## src/rtl/alu_seq_unit.sv

```systemverilog
// Registered execute-stage ALU: single-cycle logic/arithmetic ops plus iterative
// unsigned shift-add multiply and restoring divide behind a start/busy/done handshake.
module alu_seq_unit #(
  parameter int WIDTH = 8
) (
  input  logic               clk,
  input  logic               reset,
  input  logic               start,
  input  logic [WIDTH-1:0]   a,
  input  logic [WIDTH-1:0]   b,
  input  logic [3:0]         select,
  output logic               busy,
  output logic               done,
  output logic [2*WIDTH-1:0] result,
  output logic               carry,
  output logic               overflow,
  output logic               negative,
  output logic               less,
  output logic               equal,
  output logic               zero
);

  localparam int SW = $clog2(WIDTH);

  localparam logic [3:0] OP_ADD  = 4'd0;
  localparam logic [3:0] OP_SUB  = 4'd1;
  localparam logic [3:0] OP_AND  = 4'd2;
  localparam logic [3:0] OP_OR   = 4'd3;
  localparam logic [3:0] OP_XOR  = 4'd4;
  localparam logic [3:0] OP_NOT  = 4'd5;
  localparam logic [3:0] OP_SLL  = 4'd6;
  localparam logic [3:0] OP_SRL  = 4'd7;
  localparam logic [3:0] OP_SRA  = 4'd8;
  localparam logic [3:0] OP_SLT  = 4'd9;
  localparam logic [3:0] OP_MUL  = 4'd10;
  localparam logic [3:0] OP_DIV  = 4'd11;
  localparam logic [3:0] OP_PASS = 4'd12;

  typedef enum logic {IDLE, ITER} state_e;

  state_e             state_q;
  logic [SW-1:0]      cnt_q;
  logic               mul_q;
  logic [WIDTH-1:0]   a_q, b_q, hi_q, lo_q;
  logic               busy_q, done_q;
  logic [2*WIDTH-1:0] result_q;
  logic               carry_q, overflow_q, negative_q, less_q, equal_q, zero_q;

  logic [WIDTH:0]     sum, diff;
  logic [WIDTH-1:0]   aluLo_d;
  logic               aluCarry_d, aluOverflow_d;
  logic [SW-1:0]      shamt;

  assign shamt = b[SW-1:0];

  // Single-cycle datapath works straight off the live inputs; reserved opcodes fall to zero.
  always_comb begin
    sum           = {1'b0, a} + {1'b0, b};
    diff          = {1'b0, a} - {1'b0, b};
    aluLo_d       = '0;
    aluCarry_d    = 1'b0;
    aluOverflow_d = 1'b0;
    case (select)
      OP_ADD: begin
        aluLo_d       = sum[WIDTH-1:0];
        aluCarry_d    = sum[WIDTH];
        aluOverflow_d = (a[WIDTH-1] == b[WIDTH-1]) && (sum[WIDTH-1] != a[WIDTH-1]);
      end
      OP_SUB: begin
        aluLo_d       = diff[WIDTH-1:0];
        aluCarry_d    = ~diff[WIDTH];
        aluOverflow_d = (a[WIDTH-1] != b[WIDTH-1]) && (diff[WIDTH-1] != a[WIDTH-1]);
      end
      OP_AND:  aluLo_d = a & b;
      OP_OR:   aluLo_d = a | b;
      OP_XOR:  aluLo_d = a ^ b;
      OP_NOT:  aluLo_d = ~a;
      OP_SLL:  aluLo_d = a << shamt;
      OP_SRL:  aluLo_d = a >> shamt;
      OP_SRA:  aluLo_d = $signed(a) >>> shamt;
      OP_SLT:  aluLo_d = {{(WIDTH-1){1'b0}}, ($signed(a) < $signed(b))};
      OP_PASS: aluLo_d = b;
      default: aluLo_d = '0;
    endcase
  end

  logic               curMul;
  logic [WIDTH-1:0]   curHi, curLo, curOpA, curOpB;
  logic [WIDTH:0]     mulSum, divTrial, divDiff;
  logic [WIDTH-1:0]   stepHi_d, stepLo_d;

  // One multiply/divide step; the first step runs on acceptance from the raw inputs.
  always_comb begin
    if (state_q == IDLE) begin
      curMul = (select == OP_MUL);
      curHi  = '0;
      curLo  = curMul ? b : a;
      curOpA = a;
      curOpB = b;
    end else begin
      curMul = mul_q;
      curHi  = hi_q;
      curLo  = lo_q;
      curOpA = a_q;
      curOpB = b_q;
    end
    mulSum   = {1'b0, curHi} + (curLo[0] ? {1'b0, curOpA} : {(WIDTH+1){1'b0}});
    divTrial = {curHi, curLo[WIDTH-1]};
    divDiff  = divTrial - {1'b0, curOpB};
    if (curMul) begin
      stepHi_d = mulSum[WIDTH:1];
      stepLo_d = {mulSum[0], curLo[WIDTH-1:1]};
    end else if (divTrial >= {1'b0, curOpB}) begin
      stepHi_d = divDiff[WIDTH-1:0];
      stepLo_d = {curLo[WIDTH-2:0], 1'b1};
    end else begin
      stepHi_d = divTrial[WIDTH-1:0];
      stepLo_d = {curLo[WIDTH-2:0], 1'b0};
    end
  end

  always_ff @(posedge clk) begin
    if (reset) begin
      state_q    <= IDLE;
      cnt_q      <= '0;
      mul_q      <= 1'b0;
      a_q        <= '0;
      b_q        <= '0;
      hi_q       <= '0;
      lo_q       <= '0;
      busy_q     <= 1'b0;
      done_q     <= 1'b0;
      result_q   <= '0;
      carry_q    <= 1'b0;
      overflow_q <= 1'b0;
      negative_q <= 1'b0;
      less_q     <= 1'b0;
      equal_q    <= 1'b0;
      zero_q     <= 1'b0;
    end else begin
      done_q <= 1'b0;
      case (state_q)
        IDLE: begin
          if (start) begin
            a_q <= a;
            b_q <= b;
            if (select == OP_MUL || select == OP_DIV) begin
              state_q <= ITER;
              busy_q  <= 1'b1;
              mul_q   <= (select == OP_MUL);
              cnt_q   <= SW'(WIDTH - 1);
              hi_q    <= stepHi_d;
              lo_q    <= stepLo_d;
            end else begin
              done_q     <= 1'b1;
              result_q   <= {{WIDTH{1'b0}}, aluLo_d};
              carry_q    <= aluCarry_d;
              overflow_q <= aluOverflow_d;
              negative_q <= aluLo_d[WIDTH-1];
              zero_q     <= ~|aluLo_d;
              less_q     <= $signed(a) < $signed(b);
              equal_q    <= (a == b);
            end
          end
        end
        ITER: begin
          if (cnt_q == SW'(1)) begin
            state_q    <= IDLE;
            busy_q     <= 1'b0;
            done_q     <= 1'b1;
            result_q   <= {stepHi_d, stepLo_d};
            carry_q    <= 1'b0;
            overflow_q <= mul_q ? (|stepHi_d) : (b_q == '0);
            negative_q <= mul_q ? stepHi_d[WIDTH-1] : stepLo_d[WIDTH-1];
            zero_q     <= ~|{stepHi_d, stepLo_d};
            less_q     <= $signed(a_q) < $signed(b_q);
            equal_q    <= (a_q == b_q);
          end else begin
            cnt_q <= cnt_q - SW'(1);
            hi_q  <= stepHi_d;
            lo_q  <= stepLo_d;
          end
        end
        default: state_q <= IDLE;
      endcase
    end
  end

  assign busy     = busy_q;
  assign done     = done_q;
  assign result   = result_q;
  assign carry    = carry_q;
  assign overflow = overflow_q;
  assign negative = negative_q;
  assign less     = less_q;
  assign equal    = equal_q;
  assign zero     = zero_q;

endmodule

```

## config.mk

```make
export PLATFORM = sky130hd
export DESIGN_NAME = alu_seq_unit
export DESIGN_NICKNAME = d
export VERILOG_FILES = /design/src/rtl/alu_seq_unit.sv
export SDC_FILE = /design/constraint.sdc
export NUM_CORES = 1
export LEC_CHECK = 0
export ABC_AREA = 0
export CORE_UTILIZATION = 40
export DETAILED_ROUTE_END_ITERATION = 12
export PLACE_DENSITY = 0.67
export SLEW_MARGIN = 20
export SYNTH_ARGS = -nofsm -noshare
export SYNTH_HDL_FRONTEND = slang
export SYNTH_SLANG_ARGS = --single-unit
```

## constraint.sdc

```tcl
create_clock -name clk -period 5.4 [get_ports clk]
set_input_delay 1.35 -clock clk [delete_from_list [all_inputs] [get_ports clk]]
set_output_delay 1.35 -clock clk [all_outputs]
set_load 0.01 [all_outputs]
```

==> results.toml, run 1 <==
[worst_setup_path]
worst_setup_path_end_kind = "register"
crit_slowest_cell = "clkdlybuf4s50_1"
path_delay_family = "compound AO/OA/AOI/OAI gates"
worst_ep_required_time_ns = 5.61
timing.rr.start = "state_q"
critPathBufInv = 2
crit_path_max_fanout = 10
reg2reg_depth = 11
cp_common_cell = "nor2_1"
ff2ff_setup_slack_ns = 1.57
slowest_delay_ns = 0.51
rr_endpoint = "overflow"
worstPathCellList = "clkdlybuf4s50_1 -> nor4bb_1 -> buf_4 -> nor2_1 -> a21oi_1 -> nor2_1 -> a21oi_1 -> nor2_1 -> ha_1 -> fa_1 -> a21o_1 -> a21oi_1 -> xnor2_1 -> nor2_1 -> a311oi_1 -> nand4b_1 -> nor3_1 -> o211ai_1"
worst_setup_path_start_kind = "primary input"
cp.arrival_ns = 5.03
critPathKind = "primary input to register"

[clocking]
holdBufCountCts = 0
htreeDepth = 3
cts-root-buf = "clkbuf_16"
cts_buffers = 9
clock_latency_ns = 0.34
post_cts_buffers = 0
cts_sinks = 61
cts_buffer_depth = 2
cts_tree = "yes"
clk_pin_slew_worst_paths_ns = 0.05
cts_resized = 0

[grt]
grt_start_max_net_pins = 35
overflow = 0
grt_pass1_wl_um = 31600
antenna_found_initial = 0
track_usage = 0.272
grt_pass1_vias = 5638

[layout]
layout_common_cells = "nand2_1 (113), nor2_1 (74), a21oi_1 (63)"
n_antenna_cell = 0
fin_nets = 897
area_growth_pct = 17.1
nFillCells = 1466
drive_above_1_share = 0.101
post-route-util = 0.481
layout_commonest_cell = "nand2_1"

[synthesis]
synth_edf_count = 0
synth.yosys.warnings = 0
async_flop_share = 0
yosys.area.top_type = "dfxtp_1"
ys_seq_elements = 61
synth_flop_cell = "dfxtp_1"
synth-seq-area-share = 0.205
syn-num-nets = 855
avgSynthCellArea_sq_um = 7.68
synth_cells = 777
syn_area_sq_um = 5970
synth_top_area_share = 0.205
synth_cell_type_count = 90
synthTopCellsByArea = "dfxtp_1 (20%), ha_1 (11%), nand2_1 (7.1%)"

[power_and_ir_drop]
p_leak_nw = 2.75
power_density_nw_per_um2 = 217
vdd_ir_drop_max_v = 0.000231

[worst_hold_path]
hold_class = "register to register"
min-delay-start = "hi_q[0]"
holdPathStages = 2
worstHoldEndpoint = "hi_q[0]"

[timing]
tightest_slew_ns = 1.09
fin_crit_ns = 4.81
fin_ws_ns = 0.586
hold_violations = 0
fmax_mhz = 208
setup_viol = 0
drv_slew = 0
skew_ns = 0.0116
fin_crit_sh = 0.891
grt_setup_unrepaired = "no"
slew_headroom = 0.271
fin_setup_tns_ns = 0

[drt]
dr.pass1.iters = 7
drtAntennaViolNets = 0
drc = 0
via_count = 6275
drtIter0Drc = 745
routed_wl_um = 20200
post_drt_wl_per_cell_um = 20.0
vias_per_cell = 6.23

[floorplanning]
rows = 44
dieArea_sq_um = 15400
start_util = 0.411
die_h_um = 124
die_w_um = 124
core_area_sq_um = 14500
num_io_pins = 47

[placement]
gp_congestion = 0.945
io_buffer_count = 46
dp_slack_ns = 0.340
dpl.hpwl_um = 15000

[outcome]
status = "finished clean"

[job]
maxCapViolCount = 0
[flip-flops by register name, indices dropped and copies added (netlist names)]
signal / cells
a_q: 8
b_q: 8
busy: 1
carry: 1
cnt_q: 3
done: 1
equal: 1
hi_q: 8
less: 1
lo_q: 8
mul_q: 1
negative: 1
overflow: 1
result: 16
state_q: 1
zero: 1
[layout make-up]
type | count | area [sq um] | area share
Inverter | 39 | 146 | 0.0209
Clock buffer | 11 | 243 | 0.0347
Clock inverter | 5 | 60.1 | 0.00859
Multi-Input combinational cell | 625 | 4350 | 0.623
Timing Repair Buffer | 83 | 733 | 0.105
Sequential cell | 61 | 1220 | 0.175
Tap cell | 184 | 230 | 0.0329
[where the power goes]
part | internal [mW] | total (mW) | leakage (nW) | switching, mW
sequential | 0.474 | 0.497 | 0.499 | 0.0229
clock | 0.371 | 0.590 | 0.146 | 0.219
combinational | 0.177 | 0.430 | 2.10 | 0.253
[per-layer routing]
| metal | GRT usage | part of all wire |
|---|---|---|
| met5 | 0 | 0 |
| met4 | 0.103 | 0.030 |
| met2 | 0.392 | 0.43 |
| met1 | 0.395 | 0.46 |
| met3 | 0.0513 | 0.088 |
[worst max path at each step]
stage	from	endpoint	cells past startpoint
final	select[2]	overflow	18
after detailed placement	select[1]	zero	17
after CTS	select[2]	overflow	18
after floorplan	select[0]	overflow	18
after global placement	select[1]	zero	17
after global routing	select[2]	overflow	18
[stage by stage]
stage / cells / total power [mW] / instance area, sq um / hold WS (ns)
final: 1008 / 1.52 / 6990 / 0.451
after CTS: 1008 / 1.52 / 6990 / 0.456
after global placement: 992 / 0.923 / 6690 / 0.436
after floorplan: 777 / 0.776 / 5970 / 0.427
after global routing: 1008 / 1.58 / 6990 / 0.469
after detailed placement: 992 / 0.924 / 6690 / 0.449
[logic make-up (layout without fill, tap and decap cells)]
logic type               count (synthesis)  after routing  synth area share
multiplexers                            36             36            0.0824
flip-flops                              61             61             0.205
XOR/XNOR                                 9              9            0.0132
AND/OR/NAND/NOR                        288            288             0.229
adder cells (fa/ha/maj)                 55             55             0.120
AO/OA/AOI/OAI                          237            237             0.284
buffers and inverters                   91            138            0.0658
[worst reg2reg max path, cell delays in order (launching register included)]
cell      delay (ns)
dfxtp_2         0.82
buf_4           0.42
mux2i_1         0.15
ha_1            0.37
nand4_1         0.18
o31a_1          0.43
and2_0          0.23
buf_4           0.17
a311oi_1        0.45
nand4b_1        0.16
nor3_1          0.22
o211ai_1        0.11
[Yosys cell counts (5+ instances only)]
cell      number
nand2_1      113
dfxtp_1       61
and2_1         7
buf_4          6
o21a_1         7
mux2i_1       24
nor4_1         8
o31ai_1        6
a311oi_1       6
a22o_1         5
nand3_1        9
clkbuf_1      26
mux4_2         5
or3_1          6
xnor2_1        7
nor3_1        16
o211ai_1      10
buf_2         17
a21oi_1       63
inv_1         35
a31oi_1        7
o21bai_1       5
o21ai_0       26
ha_1          51
a21o_1         8
nor2_1        74
nor2b_1       15
nand2b_1      10
a211oi_1      22
Power figures use the tool's default switching activity.
==> run 2: changes to the inputs <==
--- a/config.mk
+++ b/config.mk
@@ -11,2 +11,3 @@
 export PLACE_DENSITY = 0.67
+export REMOVE_ABC_BUFFERS = 1
 export SLEW_MARGIN = 20
--- a/constraint.sdc
+++ b/constraint.sdc
@@ -3,2 +3,2 @@
 set_output_delay 1.35 -clock clk [all_outputs]
-set_load 0.01 [all_outputs]
+set_load 0.005 [all_outputs]
==> results.toml, run 2 (synthesized netlist as in run 1, its figures left out) <==
[outcome]
status = "finished clean"

[drt]
dr.pass1.iters = 5
route.top_layer_used = "met4"
drtAntennaViolNets = 0
vias_per_cell = 6.26
dr_wl_met3_um = 1690
post_drt_wl_per_cell_um = 20.3
routed_wl_um = 20600
via_count = 6355
drc = 0
route.met2.wl_um = 8920
wl_met1_um = 9400
drtIter0Drc = 638

[job]
maxCapViolCount = 0

[layout]
area_growth_pct = 18.1
final_area_sq_um = 7050
layout_commonest_cell = "nand2_1"
drive_above_1_share = 0.110
layout_common_cells = "nand2_1 (113), nor2_1 (74), a21oi_1 (63)"
n_antenna_cell = 0
fin_nets = 904
largest_reg_flops = 16

[worst_setup_path]
critPathKind = "primary input to register"
crit_slowest_cell = "clkdlybuf4s50_1"
crit_path_max_fanout = 10
slowest_delay_ns = 0.46
crit_path_start = "select[3]"
worst_ep_required_time_ns = 5.63
cp_common_cell = "a21oi_1"
reg2reg_depth = 14
worst_setup_path_start_kind = "primary input"
worst_setup_path_end_kind = "register"
worstPathCellList = "clkdlybuf4s50_1 -> nor4bb_1 -> buf_4 -> nand2_1 -> a21oi_1 -> a21oi_1 -> ha_1 -> inv_1 -> fa_1 -> a211oi_1 -> o21bai_1 -> a21oi_1 -> xnor2_1 -> mux2i_1 -> o21ai_0 -> nor2_1 -> a31o_1"
timing.rr.start = "state_q"
cp.arrival_ns = 5.07

[placement]
dpl.hpwl_um = 15300
gp_congestion = 0.949
place_area_sq_um = 6740
io_buffer_count = 46

[clocking]
post_cts_buffers = 0
cts_buffer_depth = 2
clk_pin_slew_worst_paths_ns = 0.06
cts_buffers = 9
htreeDepth = 3
holdBufCountCts = 0
cts_tree = "yes"
clock_latency_ns = 0.34
cts_sinks = 61
cts-root-buf = "clkbuf_16"
cts_resized = 0

[timing]
drv_slew = 0
fmax_mhz = 207
fin_crit_ns = 4.84
tightest_slew_ns = 0.917
fin_setup_tns_ns = 0
setup_viol = 0
fin_crit_sh = 0.897
grt_setup_unrepaired = "no"
skew_ns = 0.00418
slew_headroom = 0.380
hold_violations = 0

[floorplanning]
core_area_sq_um = 14500
rows = 44
dieArea_sq_um = 15400
die_h_um = 124
num_io_pins = 47
start_util = 0.411
die_w_um = 124

[power_and_ir_drop]
vdd_ir_drop_max_v = 0.000181
p_leak_nw = 2.79
power_density_nw_per_um2 = 218

[grt]
track_usage = 0.281
grt_pass1_vias = 5817
grt_pass1_wl_um = 32900
grt_start_max_net_pins = 36
overflow = 0
antenna_found_initial = 0

[worst_hold_path]
min-delay-start = "hi_q[0]"
holdPathStages = 2
hold_class = "register to register"
-- run 2: worst max-delay path: cells and delay by family --
family | cells | cell delay [ns]
buffers and inverters | 3 | 0.70
XOR/XNOR | 1 | 0.14
multiplexers | 1 | 0.10
AND/OR/NAND/NOR | 3 | 0.37
AO/OA/AOI/OAI | 7 | 1.76
adder cells (fa/ha/maj) | 2 | 0.65
-- run 2: power breakdown --
part           leakage, nW  internal [mW]  switching (mW)
registers            0.499          0.474          0.0219
clock network        0.153          0.373           0.232
logic                 2.14          0.181           0.253
-- run 2: path summary, 6_finish.rpt --
kind / to / slack (ns)
worst max register to register: zero / 1.42
worst min register to register: hi_q[0] / 0.45
worst min-delay path: hi_q[0] / 0.45
worst max-delay path: zero / 0.56
-- run 2: final cells by class --
type | instances | area, sq um
Clock buffer | 10 | 239
Clock inverter | 6 | 70.1
Fill cell | 1483 | 7490
Inverter | 39 | 146
Multi-Input combinational cell | 625 | 4350
Sequential cell | 61 | 1220
Tap cell | 184 | 230
Timing Repair Buffer | 90 | 786
-- run 2: layer usage --
metal,GRT usage,up-vias
met3,0.0485,49
met2,0.424,325
met5,0,-
met1,0.405,3022
met4,0.0774,0
li1,-,2959
-- run 2: metrics by stage --
stage / power [mW] / hold slack [ns] / worst slack [ns] / instances / utilization
after floorplan: 0.743 / 0.421 / 0.408 / 725 / -
after detailed placement: 0.926 / 0.445 / 0.250 / 999 / 0.464
after global placement: 0.925 / 0.435 / 0.270 / 999 / 0.464
final: 1.54 / 0.453 / 0.558 / 1015 / 0.485
after global routing: 1.59 / 0.473 / 0.288 / 1015 / 0.485
after CTS: 1.53 / 0.454 / 0.590 / 1015 / 0.485
==> run 3: changes to the inputs <==
CTS_BUF_LIST = sky130_fd_sc_hd__clkbuf_2   (was not set)
MAX_ROUTING_LAYER = met4   (was not set)
SKIP_LAST_GASP = 1   (was not set)
==> results.toml, run 3 (synthesized netlist as in run 1, its figures left out) <==
[power_and_ir_drop]
clkPwrFrac = 0.282
p_leak_nw = 2.71
combPwrFrac = 0.334
p_switching_mw = 0.479
vdd_ir_drop_max_v = 0.000144
seq_power_share = 0.385
p_sw_frac = 0.371
intPower_mw = 0.812
power_density_nw_per_um2 = 188

[layout]
post-route-util = 0.472
layout.cells.non_filler = 1012
n_antenna_cell = 0
fin_nets = 901
largest_reg_flops = 16
drive_above_1_share = 0.106
area_growth_pct = 15.0
layout_common_cells = "nand2_1 (113), nor2_1 (74), a21oi_1 (63)"
layout_commonest_cell = "nand2_1"

[timing]
setup_viol = 0
drv_slew = 0
whs_ns = 0.470
fin_setup_tns_ns = 0
skew_ns = 0.0255
fmax_mhz = 216
fin_crit_sh = 0.859
fin_ws_ns = 0.762
tightest_slew_ns = 1.11
grt_setup_unrepaired = "no"
slew_headroom = 0.259
fin_crit_ns = 4.64
hold_violations = 0

[floorplanning]
dieArea_sq_um = 15400
core_area_sq_um = 14500
num_io_pins = 47
die_w_um = 124
start_util = 0.411
rows = 44
die_h_um = 124

[worst_setup_path]
ff2ff_setup_slack_ns = 1.47
worst_ep_required_time_ns = 5.87
worst_setup_path_start_kind = "primary input"
crit_path_max_fanout = 10
crit_path_start = "select[3]"
timing.rr.start = "state_q"
critPathKind = "primary input to register"
cp.arrival_ns = 5.11
worst_setup_path_end_kind = "register"
rr_endpoint = "zero"
reg2reg_depth = 11

[drt]
via_count = 6220
drtIter0Drc = 602
post_drt_wl_per_cell_um = 20.2
routed_wl_um = 20400
drc = 0
vias_per_cell = 6.15
drtAntennaViolNets = 0
dr.pass1.iters = 6

[clocking]
holdBufCountCts = 0
cts-root-buf = "clkbuf_2"
post_cts_buffers = 0
cts_buffer_depth = 2
clk_pin_slew_worst_paths_ns = 0.20
clock_latency_ns = 0.56
cts_sinks = 61
htreeDepth = 3
cts_resized = 0
cts_tree = "yes"
cts_buffers = 9

[grt]
grt_start_max_net_pins = 36
grt_pass1_wl_um = 32100
track_usage = 0.284
overflow = 0
grt_pass1_vias = 5594
antenna_found_initial = 0

[worst_hold_path]
hold_class = "register to register"
min-delay-start = "result[12]"
holdPathStages = 2
worstHoldEndpoint = "result[12]"

[placement]
dp_slack_ns = 0.222
dpl.hpwl_um = 15400
io_buffer_count = 46
gp_congestion = 0.956
place_inst = 996

[job]
maxCapViolCount = 0

[outcome]
status = "finished clean"
==> run 3: changes by cell type in the layout (fill, tap and decap cells not counted), sizes merged <==
cell      change
clkinv        -4
buf           -3
inv           +3
bufinv        +1
clkbuf        -1
clkinvlp      +1
==> run 3: worst max-delay path by stage <==
stage	depth (start not counted)	slack (ns)	to
after global placement	15	0.19	zero
after global routing	18	0.57	overflow
final	15	0.76	zero
after detailed placement	15	0.22	zero
after floorplan	16	0.41	overflow
after CTS	15	0.85	zero
==> run 3: final cells by class <==
class,instances,area [sq um]
clock inverters,7,103
clock buffers,9,45.0
flip-flops and latches,61,1220
inverters,39,146
repair buffers,87,763
multi-input cells,625,4350
well taps,184,230
fillers,1472,7670
==> run 3: metal layers <==
| metal | up-vias | global-route usage | routed length (um) |
|---|---|---|---|
| met4 | 0 | 0.0885 | 478 |
| met5 | - | - | 0 |
| met2 | 293 | 0.402 | 8930 |
| met3 | 35 | 0.0536 | 1640 |
| li1 | 2951 | - | - |
| met1 | 2941 | 0.404 | 9350 |
==> run 3: critical path: stages <==
cell and delay, ns:
clkdlybuf4s50_1 0.53, nor4bb_1 0.29, buf_4 0.23, nand2_1 0.08, a21oi_1 0.18, a21oi_1 0.12
ha_1 0.36, nand2b_1 0.15, a211oi_1 0.23, o31a_1 0.23, and2_0 0.37, mux2_2 0.38
o21ai_1 0.29, nor3_1 0.13, a31o_1 0.19
==> run 3: power by group through the flow <==
| stage | registers (mW) | logic, mW | clock network [mW] |
|---|---|---|---|
| after floorplan | 0.500 | 0.243 | 0 |
| after global placement | 0.504 | 0.417 | 0 |
| after detailed placement | 0.504 | 0.419 | 0 |
| after CTS | 0.496 | 0.421 | 0.371 |
| after global routing | 0.500 | 0.469 | 0.388 |
| final | 0.497 | 0.431 | 0.364 |
==> run 3: through the flow <==
step	power (mW)	cell area [sq um]
floorplan	0.743	5720
global placement	0.922	6720
detailed placement	0.923	6720
CTS	1.29	6860
global route	1.36	6860
finish	1.29	6860
==> edit 1: new RTL, config.mk and constraints of run 1 <==
Put one more register stage on the output `done`, with the module's reset. The value now appears one clock later. The other outputs are not delayed to match.
--- a/src/rtl/alu_seq_unit.sv
+++ b/src/rtl/alu_seq_unit.sv
@@ -187,7 +187,13 @@
   end
 
   assign busy     = busy_q;
-  assign done     = done_q;
+  always_ff @(posedge clk) begin
+    if (reset) begin
+      done <= '0;
+    end else begin
+      done <= done_q;
+    end
+  end
   assign result   = result_q;
   assign carry    = carry_q;
   assign overflow = overflow_q;
Check against the original RTL: not equivalent (a bounded check fails within 4 cycles, from zero or initial values and one cycle with reset high).
==> edit 1 against run 1 <==
- the run now ends with DRC left
- count of clock-buffer cells in the layout unchanged
- cell area up 0.68%
- synthesized cell count up 2.4%
- setup slack worse by 0.13 ns
- power down 2.8%
- core utilization down 0.22 points
- die area up 1.8%
- synthesized area up 1.8%
- fmax down 2.5%
- wire length down 0.31%
- first-iteration DRC count down 13%
- sequential cell count up 1
- largest power group unchanged
- largest cell class unchanged
==> edit 1: results (changes against run 1) <==
Logic synthesis:
- Counting instances in the post-synthesis netlist gives the leading cell types as nand2_1, a21oi_1, nor2_1, dfxtp_1, ha_1.
- After synthesis, the cell types taking the most area are dfxtp_1, ha_1, nand2_1, a21oi_1, mux2i_1.
- The number of distinct library cells after synthesis is 86 (-4.4%).

STA:
- The setup clock skew after layout is 0.00858 ns (-0.00305 ns).

Detailed routing:
- The DRC violations left is 1 (+1).
- The via count of the routed design is 6282 (+0.11%).
- The total iterations of the first detailed-routing run came to 9 (+2).

Pwr:
- The leakage power summed over all cells is 2.81 nW (+2.4%).
- The worst vdd rail ir drop is 183 uV (-21%).

Outcome:
- The run finished, with violations left.
- The final reports fail on DRC.

GRT:
- The maximum number of pins on one net before global-route repair is 39 (+11%).
- The number of global-route vias before repair is 5820 (+3.2%).
- The global-route wire length before repair was 31.9 mm (+0.90%).
- The combined global-route utilization of all metal layers is 26.0% (-1.2 points).

Critical path:
- The data arrival time of the critical path is 5.19 ns (+0.16 ns).
- The maximum fanout encountered on the critical timing path came to 7 (-3).
- The worst register-to-register path ends at zero.
- The cell with the biggest individual delay on the critical path is or4_1.
- The setup slack on the worst flop-to-flop path came to 1.24 ns (-0.33 ns).

Cells and area:
- The total number of nets in the final design is 907 (+1.1%).
- The share of layout cells above drive strength 1 came to 9.36% (-0.71 points).
- The count of fill cells added during filler insertion came to 1409 (-3.9%).

Hold path:
- The terminating pin of the worst hold path is hi_q[6].

Placed design:
- The sum of net half-perimeters after detailed placement is 15.0 mm (about the same).
- The minimum setup slack after placement is 0.207 ns (-0.133 ns).
[edit 1: cell families (layout without fill, tap and decap cells)]
group | count (synthesis) | in the layout | synth area share [%]
mux | 44 | 44 | 9.02
simple gates | 285 | 285 | 22.4
fa+ha+maj | 55 | 55 | 11.8
compound gates | 240 | 240 | 27.8
flops | 62 | 62 | 20.4
buf+inv | 97 | 134 | 6.67
xor+xnor | 13 | 13 | 1.87
[edit 1: worst max-delay path by stage]
stage / from / slack (ns) / depth (start not counted) / endpoint
6_report: select[0] / 0.46 / 17 / zero
5_1_grt: select[2] / 0.17 / 17 / zero
4_1_cts: select[2] / 0.52 / 17 / zero
3_5_place_dp: select[2] / 0.21 / 17 / zero
3_3_place_gp: select[0] / 0.18 / 17 / zero
2_1_floorplan: select[3] / 0.51 / 18 / zero
[edit 1: worst max-delay path: cells and delay by family]
kind                       cells  cell delay, ns
xor gates and xnor gates       1            0.19
adders and majority gates      1            0.27
buffers and inverters          3            0.88
AOI/OAI and AO/OA              6            0.97
and+or+nand+nor                6            1.54
[edit 1: layout make-up]
type	instances	area, sq um	share of cell area [%]
Multi-Input combinational cell	637	4430	62.9
Sequential cell	62	1240	17.7
Timing Repair Buffer	78	696	9.89
Clock buffer	11	253	3.59
Tap cell	184	230	3.27
Inverter	41	154	2.19
Clock inverter	4	32.5	0.462
[edit 1: report_power, final]
part,switching [mW],internal [mW]
logic,0.252,0.178
clock network,0.209,0.334
registers,0.0209,0.480
total,0.482,0.992
[edit 1: through the flow]
stage | cell area, sq um | total power [mW] | std cells | util, % | hold WS [ns]
2_1_floorplan | 6080 | 0.786 | 796 | - | 0.414
3_3_place_gp | 6750 | 0.926 | 1002 | 45.9 | 0.434
3_5_place_dp | 6750 | 0.927 | 1002 | 45.9 | 0.443
4_1_cts | 7040 | 1.47 | 1017 | 47.9 | 0.450
5_1_grt | 7040 | 1.55 | 1017 | 47.9 | 0.463
6_report | 7040 | 1.47 | 1017 | 47.9 | 0.449
[edit 1: layer usage]
metal	track usage (%)	share of wire [%]
met4	10.5	3.4
met2	38.8	43
met3	5.65	8.2
met5	0.310	0
met1	36.0	45
==> edit 2: new RTL, flow settings as in run 1 <==
Made on the original files. The parameter `WIDTH` goes from 8 to 4.
--- a/src/rtl/alu_seq_unit.sv
+++ b/src/rtl/alu_seq_unit.sv
@@ -1,7 +1,7 @@
 // Registered execute-stage ALU: single-cycle logic/arithmetic ops plus iterative
 // unsigned shift-add multiply and restoring divide behind a start/busy/done handshake.
 module alu_seq_unit #(
-  parameter int WIDTH = 8
+  parameter int WIDTH = 4
 ) (
   input  logic               clk,
   input  logic               reset,
Ports: changed (resized a, b and result); port bits go from 47 to 31. The function was not compared with the original's and may differ.
==> edit 2 against run 1 <==
- power is 50% lower
- critical endpoint is now zero
- sequential cell count fell by 25
- cell area down 47%
- combinational power fell by 49%
- wire length is 53% lower
- setup slack improved by 0.32 ns
- register-to-register slack better by 0.50 ns
- sequential share of layout area increased by 1.9 points
- synthesized area decreased by 47%
- largest cell class unchanged
- clock skew decreased by 0.0056 ns
==> edit 2: results (changes against run 1) <==
Outcome:
- The run finished with clean final reports.

Clocking:
- The post-cts resize count is 0 (unchanged).
- The number of H-tree levels is 2 (-1).
- The clock latency on the worst-skew pair is 0.30 ns (-0.04 ns).
- The clock transition at the registers of the reported paths came to 0.07 ns (+0.02 ns).
- The buffer count from post-CTS setup fixing was 0 (unchanged).
- The clock root buffer is clkbuf_8.
- The maximum buffer depth of the clock tree is 2 (unchanged).
- The clock buffer count from CTS is 5 (-4).

Logic synthesis:
- The number of distinct library cells after synthesis was 73 (-19%).
- The share of synthesized registers carrying an async set or reset is 0% (unchanged).
- By count the netlist is led by nand2_1, nor2_1, a21oi_1, dfxtp_1, ha_1.
- The total nets after synthesis is 467 (-45%).
- The share of the yosys chip area belonging to registers came to 22.6% (+2.2 points).
- The most used flip-flop cell after synthesis is dfxtp_1.
- The number of warnings issued by yosys is 0 (unchanged).
- Ranked by total cell area, the synthesized netlist is headed by dfxtp_1, ha_1, a21oi_1, nand2_1, nor2_1.

Placed design:
- The area of placed instances was 3600 sq um (-46%).
- The number of buffers added on ports is 30 (-35%).
- The placer congestion estimate was 0.957 (+1.3%).
- The sum of net half-perimeters after detailed placement is 7.09 mm (-53%).

GRT:
- The maximum number of pins on one net before global-route repair was 33 (-5.7%).
- The combined global-route utilization of all metal layers is 23.5% (-3.7 points).
- The number of global-route vias before repair came to 3132 (-44%).
- The global-route wire length before repair is 15.6 mm (-50%).
- The number of antenna violations at the first check in global routing was 0 (unchanged).

Detailed routing:
- The DRC violations left is 0 (unchanged).
- The violation count after the first detailed-routing iteration is 189 (-75%).
- The total iterations of the first detailed-routing run came to 5 (-2).
- The post-detailed-route via-to-cell ratio was 5.85 (-6.0%).
- The routed wire length per instance is 17.2 um (-14%).

STA:
- The setup clock skew after layout came to 0.00602 ns (-0.00561 ns).
- The transition time at the pin with the least slew margin is 0.685 ns (-0.400 ns).

Pwr:
- The power per cell area is 203 nW/um^2 (-6.6%).
- The leakage power summed over all cells is 1.47 nW (-46%).
- The worst vdd rail ir drop is 148 uV (-36%).

Critical path:
- The data arrival time of the critical path was 4.68 ns (-0.35 ns).
- The maximum fanout encountered on the critical timing path is 21 (+11).

Cells and area:
- The number of flip-flops in the largest register is 8 (-8).
- The count of fill cells added during filler insertion is 794 (-46%).
- The share of layout cells above drive strength 1 is 8.28% (-1.8 points).
- The number of antenna cells inserted was 0 (unchanged).
- The total number of nets in the final design came to 491 (-45%).

Hold path:
- In this run the worst hold path is classified as flop to flop.
[edit 2: power breakdown]
group	switching, mW	internal (mW)
Combinational	0.127	0.0919
Sequential	0.0114	0.279
Clock	0.106	0.137
Total	0.245	0.507
[edit 2: path summary, 6_finish.rpt]
kind,slack [ns],cells past startpoint,endpoint,from
worst max register to register,2.07,11,zero,state_q
worst min-delay path,0.47,2,result[1],result[1]
worst min register to register,0.47,2,result[1],result[1]
worst max-delay path,0.90,14,zero,select[1]
[edit 2: final cells by class]
| type | instances | area, sq um | share of cell area, % |
|---|---|---|---|
| multi-input combinational | 332 | 2240 | 60.5 |
| sequential | 36 | 721 | 19.4 |
| timing repair buffer | 44 | 405 | 10.9 |
| tap | 102 | 128 | 3.44 |
| inverter | 27 | 101 | 2.73 |
| clock buffer | 5 | 68.8 | 1.85 |
| clock inverter | 3 | 42.5 | 1.15 |
[edit 2: stage by stage]
stage | setup WS, ns | util (%) | cells | hold slack (ns)
finish | 0.901 | 48.0 | 549 | 0.471
global route | 0.608 | 48.0 | 549 | 0.498
CTS | 0.942 | 48.0 | 549 | 0.465
detailed placement | 0.630 | 46.6 | 541 | 0.448
global placement | 0.675 | 46.6 | 541 | 0.443
floorplan | 1.20 | - | 422 | 0.439
[edit 2: critical path, cell delays in order]
cell	delay, ns
clkdlybuf4s50_1	0.48
buf_4	0.24
nand4bb_1	0.26
mux2i_1	0.18
mux2_2	0.29
inv_1	0.06
ha_1	0.15
inv_1	0.07
fa_1	0.40
o31ai_1	0.25
o21ai_0	0.14
o22a_1	0.26
and4b_1	0.25
a221o_1	0.31
[edit 2: cell families (layout without fill, tap and decap cells)]
logic type               after synthesis  after routing  share of synthesized area, %
AO/OA/AOI/OAI                        118            118                          25.6
AND/OR/NAND/NOR                      161            161                          25.0
flip-flops                            36             36                          22.6
XOR/XNOR                               5              5                          1.37
buffers and inverters                 54             79                          6.95
adder cells (fa/ha/maj)               30             30                          12.7
multiplexers                          18             18                          5.77
[edit 2: layer usage]
metal  part of all wire [%]  wire length, um  track usage, %
met1                     47             4440            31.5
met2                     44             4140            37.2
met3                    5.6              527            4.27
met4                    3.3              310            9.52
met5                      0                0               0
